## src/rtl/pix_unpack_pkg.sv

```systemverilog
// Shared constants for the pixel unpacker and the VRAM memory interface.
package pix_unpack_pkg;

  localparam int MEM_WORD_BYTES    = 16;
  localparam int MEM_WORD_W        = MEM_WORD_BYTES * 8;
  localparam int DEFAULT_OUT_WIDTH = 32;

  // Ceiling log2; returns 0 for value <= 1.
  function automatic int clog2(input int value);
    int r;
    int v;
    r = 0;
    v = value - 1;
    while (v > 0) begin
      r = r + 1;
      v = v >> 1;
    end
    return r;
  endfunction

endpackage

```

## src/rtl/pix_fifo2.sv

```systemverilog
// Two-entry register FIFO; entry0 is always the head, so head and count are plain registers.
module pix_fifo2 #(
  parameter int WIDTH = 128
) (
  input  logic             clk,
  input  logic             rst,
  input  logic             push,
  input  logic             pop,
  input  logic             flush,
  input  logic [WIDTH-1:0] din,
  output logic [WIDTH-1:0] head,
  output logic [1:0]       count
);

  logic [WIDTH-1:0] entry0;
  logic [WIDTH-1:0] entry1;
  logic [1:0]       cnt;
  logic             do_push;
  logic             do_pop;

  assign do_push = push && (cnt != 2'd2);
  assign do_pop  = pop  && (cnt != 2'd0);

  always_ff @(posedge clk) begin
    // NOTE: the storage words are reset as well, because the head word drives out_data and it must read 0 after reset.
    if (rst) begin
      entry0 <= '0;
      entry1 <= '0;
      cnt    <= 2'd0;
    end else if (flush) begin
      cnt <= 2'd0;
    end else begin
      case ({do_push, do_pop})
        2'b10: begin
          if (cnt == 2'd0) entry0 <= din;
          else             entry1 <= din;
          cnt <= cnt + 2'd1;
        end
        2'b01: begin
          entry0 <= entry1;
          cnt    <= cnt - 2'd1;
        end
        2'b11: begin
          // Occupancy is unchanged; the new word lands behind whatever is left.
          if (cnt == 2'd1) begin
            entry0 <= din;
          end else begin
            entry0 <= entry1;
            entry1 <= din;
          end
        end
        default: ;
      endcase
    end
  end

  assign head  = entry0;
  assign count = cnt;

endmodule

```

## src/rtl/pix_unpack.sv

```systemverilog
// Pixel unpacker: buffers up to two VRAM words and serialises them LSB-first into display beats.
// Optional macro PIX_UNPACK_STATS_EN adds a saturating underrun cycle counter.
module pix_unpack
  import pix_unpack_pkg::*;
#(
  parameter int IN_WIDTH   = MEM_WORD_W,
  parameter int OUT_WIDTH  = DEFAULT_OUT_WIDTH,
  parameter int BEAT_CNT_W = 24
) (
  input  logic                  clk,
  input  logic                  rst,
  input  logic                  vsync,
  input  logic [BEAT_CNT_W-1:0] frame_beats,
  input  logic                  active,
  input  logic [IN_WIDTH-1:0]   pix_read,
  input  logic                  pix_read_valid,
  output logic                  pix_read_ready,
  output logic [OUT_WIDTH-1:0]  out_data,
  output logic                  out_valid,
  input  logic                  out_ready,
  output logic                  out_last,
  output logic                  underrun,
  output logic [15:0]           underrun_cnt
);

  localparam int RATIO = IN_WIDTH / OUT_WIDTH;
  localparam int IDX_W = (RATIO > 1) ? clog2(RATIO) : 1;
  localparam logic [IDX_W-1:0]      IDX_LAST = IDX_W'(RATIO - 1);
  localparam logic [IDX_W-1:0]      IDX_ONE  = IDX_W'(1);
  localparam logic [BEAT_CNT_W-1:0] CNT_ONE  = BEAT_CNT_W'(1);

  logic [IN_WIDTH-1:0]               fifo_head;
  logic [1:0]                        fifo_count;
  logic [1:0]                        next_count;
  logic [RATIO-1:0][OUT_WIDTH-1:0]   head_beats;
  logic [IDX_W-1:0]                  idx;
  logic [BEAT_CNT_W-1:0]             beat_cnt;
  logic [BEAT_CNT_W-1:0]             frame_len;
  logic [BEAT_CNT_W-1:0]             last_cmp;
  logic                              bounded;
  logic                              fire;
  logic                              word_done;
  logic                              push_ok;
  logic                              pop_ok;
  logic                              underrun_evt;

  // vsync wins: the coincident word belongs to the previous frame and is discarded.
  assign push_ok      = pix_read_valid && (fifo_count != 2'd2) && !vsync;
  assign fire         = out_valid && out_ready;
  assign word_done    = fire && (idx == IDX_LAST);
  assign pop_ok       = word_done && !vsync;
  assign underrun_evt = active && out_ready && !out_valid && !vsync;

  pix_fifo2 #(
    .WIDTH(IN_WIDTH)
  ) u_fifo (
    .clk  (clk),
    .rst  (rst),
    .push (push_ok),
    .pop  (pop_ok),
    .flush(vsync),
    .din  (pix_read),
    .head (fifo_head),
    .count(fifo_count)
  );

  assign head_beats = fifo_head;
  assign out_valid  = (fifo_count != 2'd0);
  assign out_data   = head_beats[idx];
  assign out_last   = out_valid && bounded && (beat_cnt == last_cmp);

  always_comb begin
    // NOTE: next_count gets a default first so no path through this block leaves it unassigned (no latch).
    next_count = fifo_count;
    if (vsync) begin
      next_count = 2'd0;
    end else begin
      case ({push_ok, pop_ok})
        2'b10:   next_count = fifo_count + 2'd1;
        2'b01:   next_count = fifo_count - 2'd1;
        default: next_count = fifo_count;
      endcase
    end
  end

  always_ff @(posedge clk) begin
    // NOTE: registers use non-blocking assignments so every update sees the pre-edge values.
    if (rst) begin
      pix_read_ready <= 1'b0;
      idx            <= '0;
      beat_cnt       <= '0;
      frame_len      <= '0;
      last_cmp       <= '0;
      bounded        <= 1'b0;
      underrun       <= 1'b0;
    end else begin
      pix_read_ready <= (next_count != 2'd2);
      if (vsync) begin
        idx       <= '0;
        beat_cnt  <= '0;
        underrun  <= 1'b0;
        frame_len <= frame_beats;
        last_cmp  <= frame_beats - CNT_ONE;
        bounded   <= (frame_beats != '0);
      end else begin
        if (fire) idx <= word_done ? '0 : idx + IDX_ONE;
        // Counter parks at frame_len once the frame's last beat has gone.
        if (fire && (!bounded || (beat_cnt != frame_len))) beat_cnt <= beat_cnt + CNT_ONE;
        if (underrun_evt) underrun <= 1'b1;
      end
    end
  end

`ifdef PIX_UNPACK_STATS_EN
  logic [15:0] underrun_cnt_q;

  always_ff @(posedge clk) begin
    if (rst) begin
      underrun_cnt_q <= 16'h0000;
    end else if (underrun_evt && (underrun_cnt_q != 16'hFFFF)) begin
      underrun_cnt_q <= underrun_cnt_q + 16'h0001;
    end
  end

  assign underrun_cnt = underrun_cnt_q;
`else
  assign underrun_cnt = 16'h0000;
`endif

  // Writing into a full buffer is a producer bug; the word is dropped.
  a_no_push_when_full : assert property (@(posedge clk) disable iff (rst)
    !(pix_read_valid && (fifo_count == 2'd2) && !vsync));

endmodule
```

## config.mk

```make
export PLATFORM = sky130hd
export DESIGN_NAME = pix_unpack
export DESIGN_NICKNAME = d
export VERILOG_FILES = /design/src/rtl/pix_unpack_pkg.sv /design/src/rtl/pix_fifo2.sv /design/src/rtl/pix_unpack.sv
export SDC_FILE = /design/constraint.sdc
export NUM_CORES = 1
export LEC_CHECK = 0
export ABC_AREA = 1
export CORE_UTILIZATION = 45
export CTS_CLUSTER_DIAMETER = 120
export CTS_CLUSTER_SIZE = 30
export DETAILED_ROUTE_END_ITERATION = 8
export PLACE_DENSITY = 0.67
export SLEW_MARGIN = 15
export SYNTH_ARGS = -nofsm -noshare
export SYNTH_HDL_FRONTEND = slang
export SYNTH_SLANG_ARGS = --single-unit
```

## constraint.sdc

```tcl
create_clock -name clk -period 5.4 [get_ports clk]
set_clock_uncertainty 0.05 [all_clocks]
set_input_delay 1.08 -clock clk [delete_from_list [all_inputs] [get_ports clk]]
set_output_delay 1.08 -clock clk [all_outputs]
set_load 0.02 [all_outputs]
```

# After elaboration in Yosys (flattened, before gate mapping)
# Index checks and enable logic that the tools add are counted.
[word_totals]
output_inout_bits = 52
ff_bits = 335
input_bits = 158
elab_cells = 69
[op_classes]
magnitude_cmp = 1
n_bitwise = 1
eq_ne = 14
muxes = 12
addsub = 5
reduce_logical = 26
[ops]
columns = ["cell", "count"]
rows = [
  ["2-to-1 mux 128 bit", 4],
  ["one-hot mux 128 bit (3 select lines)", 1],
  ["one-hot mux 128 bit (2 select lines)", 1],
  ["binary-select mux 32 bit (select 2 bit)", 1],
  ["2-to-1 mux 32 bit", 1],
  ["adder 24 x 1 -> 24 bit (second input constant)", 1],
  ["equality test 24 bit", 1],
  ["inequality test 24 bit", 1],
  ["nonzero test 24 bit", 1],
  ["subtractor 24 x 1 -> 24 bit (second input constant)", 1],
  ["logical AND 1 bit", 13],
  ["equality test 2 bit (second input constant)", 4],
  ["inequality test 2 bit (second input constant)", 4],
  ["one-hot mux 2 bit (2 select lines)", 2],
  ["equality test 2 x 1 -> 1 bit (second input constant)", 3],
  ["nonzero test 2 bit", 3],
  ["adder 2 x 1 -> 2 bit (second input constant)", 2],
  ["2-to-1 mux 2 bit", 2],
  ["AND reduction 4 bit", 1],
  ["logical NOT 1 bit", 3],
  ["less-than comparator 2 x 3 -> 1 bit (second input constant)", 1],
  ["AND reduction 3 bit", 1],
  ["nonzero test 3 bit", 1],
  ["logical NOT 2 bit", 1],
  ["5 further kinds", 5],
]

# Depth between registers and ports, before layout
[logic_depth]
depth_word = 8
mapped_depth = 16
mapped_depth_nobuf = 14

# By module
# A second synthesis with hierarchy kept.
[unflattened]
cells_unflattened = 3047
hier_area_um2 = 18933.2
[by_module_without_submodules]
columns = ["mod", "cells_each", "seq_area_each_um2", "n_inst", "area_per_inst_um2"]
rows = [
  ["pix_fifo2", 2108, 5165.0, 1, 13286.5],
  ["pix_unpack", 939, 1541.5, 1, 5646.7],
]

# Least setup slack after synthesis
# Ideal clock, no wire load.
[synth_path]
path_type = "input -> register"
start = "input vsync"
end = "register u_fifo.entry0[107] (netlist: u_fifo.head[107])"
t_arrival_ps = 2682
path_buffers = 4
t_required_ps = 5230
setup_ps = 120
setup_slack_ps = 2549
path_stages = 11
path_cell_list = "buf_2 -> inv_2 -> clkbuf_1 -> nand3_1 -> ha_1 -> o21ai_0 -> buf_2 -> buf_2 -> nor2_1 -> a21oi_1 -> a21oi_1"
[synth_between]
elab_chain_cells = 6
word_cells_on_any_way = 13
classes_between = "4 x eq/ne; 1 x mux; 1 x bitwise; 7 x reduce/logical"
[synth_rtl]
columns = ["item", "line_no", "text"]
rows = [
  ["start, declared", "pix_unpack.sv:12", "input logic vsync,"],
  ["logical NOT 1 bit", "pix_unpack.sv:48, pix_unpack.sv:51", ""],
  ["logical AND 1 bit, on equally long branches", "pix_unpack.sv:51, pix_unpack.sv:48", ""],
  ["logical AND 1 bit, on equally long branches", "pix_fifo2.sv:22, pix_fifo2.sv:21", ""],
  ["equality test 2 bit or equality test 2 x 1 -> 1 bit (tied branches)", "pix_fifo2.sv:33", "case ({do_push, do_pop})"],
  ["inequality test 2 x 1 -> 1 bit (no line) or nonzero test 3 bit (tied branches)", "--", ""],
  ["AND reduction 3 bit (no line)", "--", ""],
  ["end signal, assigned", "pix_fifo2.sv:35", "if (cnt == 2'd0) entry0 <= din;"],
  ["end signal, assigned", "pix_fifo2.sv:40", "entry0 <= entry1;"],
  ["end signal, assigned", "pix_fifo2.sv:46", "entry0 <= din;"],
  ["end, declared", "pix_fifo2.sv:15", "logic [WIDTH-1:0] entry0;"],
]
# Parallel ways exist; a longest one is shown, timed or not.
# A chain may end at the register's enable or synchronous reset.

# Final worst setup path
[layout_path]
start = "register u_fifo.cnt[0] (netlist: u_fifo.count[0])"
end = "output out_last"
[layout_between]
elab_chain_cells = 3
[layout_rtl]
columns = ["item", "line_no", "text"]
rows = [
  ["start, declared", "pix_fifo2.sv:17", "logic [1:0] cnt;"],
  ["start signal, assigned", "pix_fifo2.sv:37", "cnt <= cnt + 2'd1;"],
  ["start signal, assigned", "pix_fifo2.sv:41", "cnt <= cnt - 2'd1;"],
  ["nonzero test 2 bit", "pix_unpack.sv:68", "assign out_valid = (fifo_count != 2'd0);"],
  ["logical AND 1 bit (2 in series)", "pix_unpack.sv:70", "assign out_last = out_valid && bounded && (beat_cnt == last_cmp);"],
  ["end, declared", "pix_unpack.sv:21", "output logic out_last,"],
]
# No other way between the ends.

==> results.md <==
Hold path:
- The worst hold-check path type is register to register.

Routing:
- In the final routed layout, each cell accounts on average for approximately 18 um.
- The total via count in the routed design is 15028.
- The remaining number of nets flagged by the antenna check after routing is 0.
- The first TritonRoute pass finished after 5 iterations.
- In the routed layout, each cell is associated on average with a via count of between 5 and 6.
- The remaining routing DRC violations is 0.
- For this block, the routed nets add up to roughly 50000 um of wire.
- The number of DRC markers in iteration 0 is between 1500 and 2000.

Clock tree:
- In this run the number of H-tree levels came out at 1.
- Gates resized during post-CTS repair numbered 0.
- Clock tree synthesis found a total of about 340 sinks.
- The count of buffers added by post-CTS timing repair for setup is 0.
- The clock passes through at most 3 buffers.
- Buffers inserted during clock tree synthesis total 15.
- Clock-pin slew was measured on the worst setup and hold paths at between 100 and 150 ps.
- TritonCTS built the clock tree.
- In this run, post-CTS hold repair placed 0 buffers.
- For the worst-skew pair, the clock arrives at the later sink with an insertion delay of between 500 and 600 ps.
- The library cell used as clock root buffer is sky130_fd_sc_hd__clkbuf_16.

Worst setup path:
- The data required time at the worst endpoint is between 4000 and 5000 ps.
- Of all nets on the critical path, the largest fanout is 5.
- For the worst setup path, the data arrival time is roughly 3000 ps.
- STA classifies the critical path startpoint as a register.
- In this design, the stage delay of the slowest critical-path cell is between 600 and 700 ps.
- The worst setup path is of the register to primary output kind.
- The worst setup path is captured at a primary output.
- The critical path's slowest cell is sky130_fd_sc_hd__clkdlybuf4s50_1.
- Traced cell by cell, the critical path runs through inv_1 -> ha_1 -> inv_2 -> o211ai_1 -> nor4_1 -> nand3_1 -> nor2_1 -> clkdlybuf4s50_1.

STA:
- The count of final hold-check violations is 0.
- The final cycle utilization of the critical path is 0.761.
- Adding up every negative setup slack in the final design gives 0 ps.
- Setup violations remaining at the end of the flow were counted as 0.
- Setup repair after global routing left no endpoint under its margin.
- The max-slew violation count came to 0.
- Measured against its own limit, the worst slew margin works out to 0.327.
- The clock period minus worst slack is 4110 ps.
- Timing would allow up to approximately 0.24 GHz.
- The transition time of the tightest slew-check pin is around 1000 ps.

Synth:
- A synthesized cell averages ~7.0 um2.
- The main combinational cell family by area after synthesis is compound AO/OA/AOI/OAI gates.
- For this run, the register share of the synthesized area comes to 0.431.
- The multiplexer fraction of the synthesized cell area is 0.
- The count of cell types in the netlist is 36.
- The post-synthesis instance area is 15600 um2.
- Of the total synthesized cell area, the portion taken by full adders, half adders and majority gates is 0.00964.
- The warning count from the yosys run is 0.
- The XOR/XNOR share of the synthesized area is 0.0214.
- In this run, synthesis produced a sequential element count of 335.
- The complex-gate fraction of the synthesized area was 0.294.
- Synthesis handed over a netlist of approximately 2200 instances.
- The basic-gate share of the synthesized area counting and, or, nand and nor cells is 0.136.

Layout:
- Of the cells placed in the final design, the portion with a size suffix greater than 1 is 0.0223.
- Registers take ~6700 um2.
- The top cell types in the final layout, fill and taps aside, are 452 x sky130_fd_sc_hd__a21oi_1, 370 x sky130_fd_sc_hd__o21ai_0, 334 x sky130_fd_sc_hd__dfxtp_1.
- The filler-free cell count of the finished design is between 2000 and 3000.
- The library cell used most frequently in the layout, excluding fill and tap cells, is sky130_fd_sc_hd__a21oi_1.
- The layout has about 3300 filler cells.
- The area overhead of the layout relative to synthesis is 15.3%.
- At the end of the flow, the number of nets in the layout was roughly 2500.
- The area occupied by multi-input gates is 7260 um2.

Power:
- The overall power consumption is about 5 mW.
- The areal power density over the cells is 271 nW/um2.
- The worst voltage drop across the vdd grid is 216 uV.
- The leakage dissipation is between 6 and 7 nW.

Global route:
- The via count of the first global-routing pass is approximately 13000.
- Summed over all layers, the global routing overflow is 0.
- The number of antenna violations at the first check in global routing was 2.
- For this run, the total global-route usage over all layers was measured as 0.272.
- The wire length of the first global-routing pass is around 76000 um.
- The pin count of the biggest net entering global routing is 257.

Flow run:
- The number of max-capacitance violations reported is 0.

Floorplanning:
- The die is approximately 190 um tall.
- Measured along the x axis, the die boundary spans ~190 um.
- The standard cell core area is around 34000 um2.
- The initialized floorplan defines between 60 and 70 standard-cell rows.
- During I/O placement, the number of pins put on the boundary was between 200 and 250.
- The starting density of the core is 0.461.
- The die covers approximately 35000 um2.

Placement:
- In this run the tool buffered the top-level ports with approximately 190 buffer cells.
- The final weighted congestion in routability-driven placement is 0.917.
- The number of placed instances, taps included is about 2700.
- After legalization and detailed placement, the total HPWL measured approximately 34000 um.

Run status:
- The run finished with clean final reports.
==> layout make-up <==
cell class,count,share of cell area
clock buffer,15,0.0209
tap,448,0.0312
clock inverter,2,0.00160
timing repair buffer,213,0.118
inverter,234,0.0492
sequential,335,0.374
antenna,3,0.000418
multi-input combinational,1492,0.405
==> report_power, final <==
part	total, mW	internal [mW]	switching (mW)
combinational	0.766	0.312	0.454
clock	1.34	0.522	0.817
sequential	2.76	2.65	0.109
total	4.86	3.48	1.38
==> flip-flops by register name, indices dropped and copies added (netlist names) <==
| register | cells |
|---|---|
| underrun | 1 |
| pix_read_ready | 1 |
| idx | 2 |
| u_fifo.head | 128 |
| last_cmp | 24 |
| u_fifo.entry1 | 128 |
| u_fifo.count | 2 |
| beat_cnt | 24 |
| frame_len | 24 |
| bounded | 1 |
==> metrics by stage <==
stage / setup WS (ps) / utilization / hold slack (ps) / cell area, um2
CTS: 1310 / 0.531 / 409 / 17900
finish: 1290 / 0.531 / 409 / 18000
global route: 1160 / 0.531 / 423 / 18000
global placement: 1520 / 0.519 / 387 / 17500
detailed placement: 1370 / 0.519 / 394 / 17500
floorplan: 2550 / - / 380 / 15600
==> critical path, delay by kind of cell, from the launching register on <==
kind / cells / cell delay [ps]
flip-flops: 1 / 410
adder cells (fa/ha/maj): 1 / 350
AND/OR/NAND/NOR: 3 / 720
buffers and inverters: 3 / 890
AO/OA/AOI/OAI: 1 / 90
==> logic make-up after synthesis <==
family          count (synthesis)
buf+inv                       411
flops                         335
compound gates                895
other cells                     1
fa+ha+maj                      12
xor+xnor                       38
simple gates                  531
==> final timing paths <==
| check | startpoint | cells after the start | end | slack [ps] |
|---|---|---|---|---|
| max | u_fifo.count[0]$_SDFFE_PP0P_ | 8 | out_last | 1290 |
| min | u_fifo.entry1[36]$_SDFFE_PP0P_ | 2 | u_fifo.entry1[36]$_SDFFE_PP0P_ | 410 |
| max reg2reg | idx[0]$_SDFFE_PP0P_ | 12 | u_fifo.head[126]$_SDFFE_PP0P_ | 1890 |
| min reg2reg | u_fifo.entry1[36]$_SDFFE_PP0P_ | 2 | u_fifo.entry1[36]$_SDFFE_PP0P_ | 410 |
==> per-layer routing <==
| metal | global-route usage | wire, um | share of wire | up-vias |
|---|---|---|---|---|
| li1 | - | - | - | 7472 |
| met1 | 0.408 | 23900 | 0.48 | 7054 |
| met2 | 0.402 | 21400 | 0.43 | 455 |
| met3 | 0.0333 | 3190 | 0.064 | 47 |
| met4 | 0.0807 | 1240 | 0.025 | 0 |
| met5 | 0 | 0 | 0 | - |
==> synth_stat cells <==
cell / count / share of area
sky130_fd_sc_hd__o21ai_1: 14 / 0.0045
sky130_fd_sc_hd__o22ai_1: 41 / 0.016
sky130_fd_sc_hd__inv_1: 229 / 0.055
sky130_fd_sc_hd__clkbuf_1: 104 / 0.025
sky130_fd_sc_hd__nand3_1: 57 / 0.018
sky130_fd_sc_hd__nor3_1: 5 / 0.0016
sky130_fd_sc_hd__nor2_4: 1 / 0.00072
sky130_fd_sc_hd__dfxtp_1: 335 / 0.43
sky130_fd_sc_hd__inv_2: 4 / 0.00096
sky130_fd_sc_hd__buf_2: 46 / 0.015
sky130_fd_sc_hd__nor3b_1: 1 / 0.00048
sky130_fd_sc_hd__nand2_2: 2 / 0.00080
sky130_fd_sc_hd__a21oi_1: 452 / 0.15
sky130_fd_sc_hd__buf_1: 6 / 0.0014
sky130_fd_sc_hd__a211oi_1: 3 / 0.0014
sky130_fd_sc_hd__ha_1: 12 / 0.0096
sky130_fd_sc_hd__nand4_1: 7 / 0.0028
sky130_fd_sc_hd__nand3_2: 1 / 0.00064
sky130_fd_sc_hd__xnor2_1: 2 / 0.0011
sky130_fd_sc_hd__o21ai_0: 371 / 0.12
sky130_fd_sc_hd__clkinv_1: 1 / 0.00024
sky130_fd_sc_hd__a31oi_1: 5 / 0.0020
sky130_fd_sc_hd__a21boi_0: 1 / 0.00048
sky130_fd_sc_hd__buf_6: 3 / 0.0022
sky130_fd_sc_hd__nand3b_1: 1 / 0.00048
sky130_fd_sc_hd__nor2_1: 285 / 0.069
sky130_fd_sc_hd__a22o_1: 1 / 0.00056
sky130_fd_sc_hd__a221oi_1: 3 / 0.0017
sky130_fd_sc_hd__a21oi_2: 1 / 0.00056
sky130_fd_sc_hd__xor2_1: 36 / 0.020
sky130_fd_sc_hd__conb_1: 1 / 0.00024
sky130_fd_sc_hd__o211ai_1: 2 / 0.00096
sky130_fd_sc_hd__o221ai_1: 1 / 0.00056
sky130_fd_sc_hd__buf_4: 18 / 0.0087
sky130_fd_sc_hd__nand2_1: 169 / 0.041
sky130_fd_sc_hd__nor4_1: 2 / 0.00080
No activity file was read; power rests on OpenSTA's default activity.
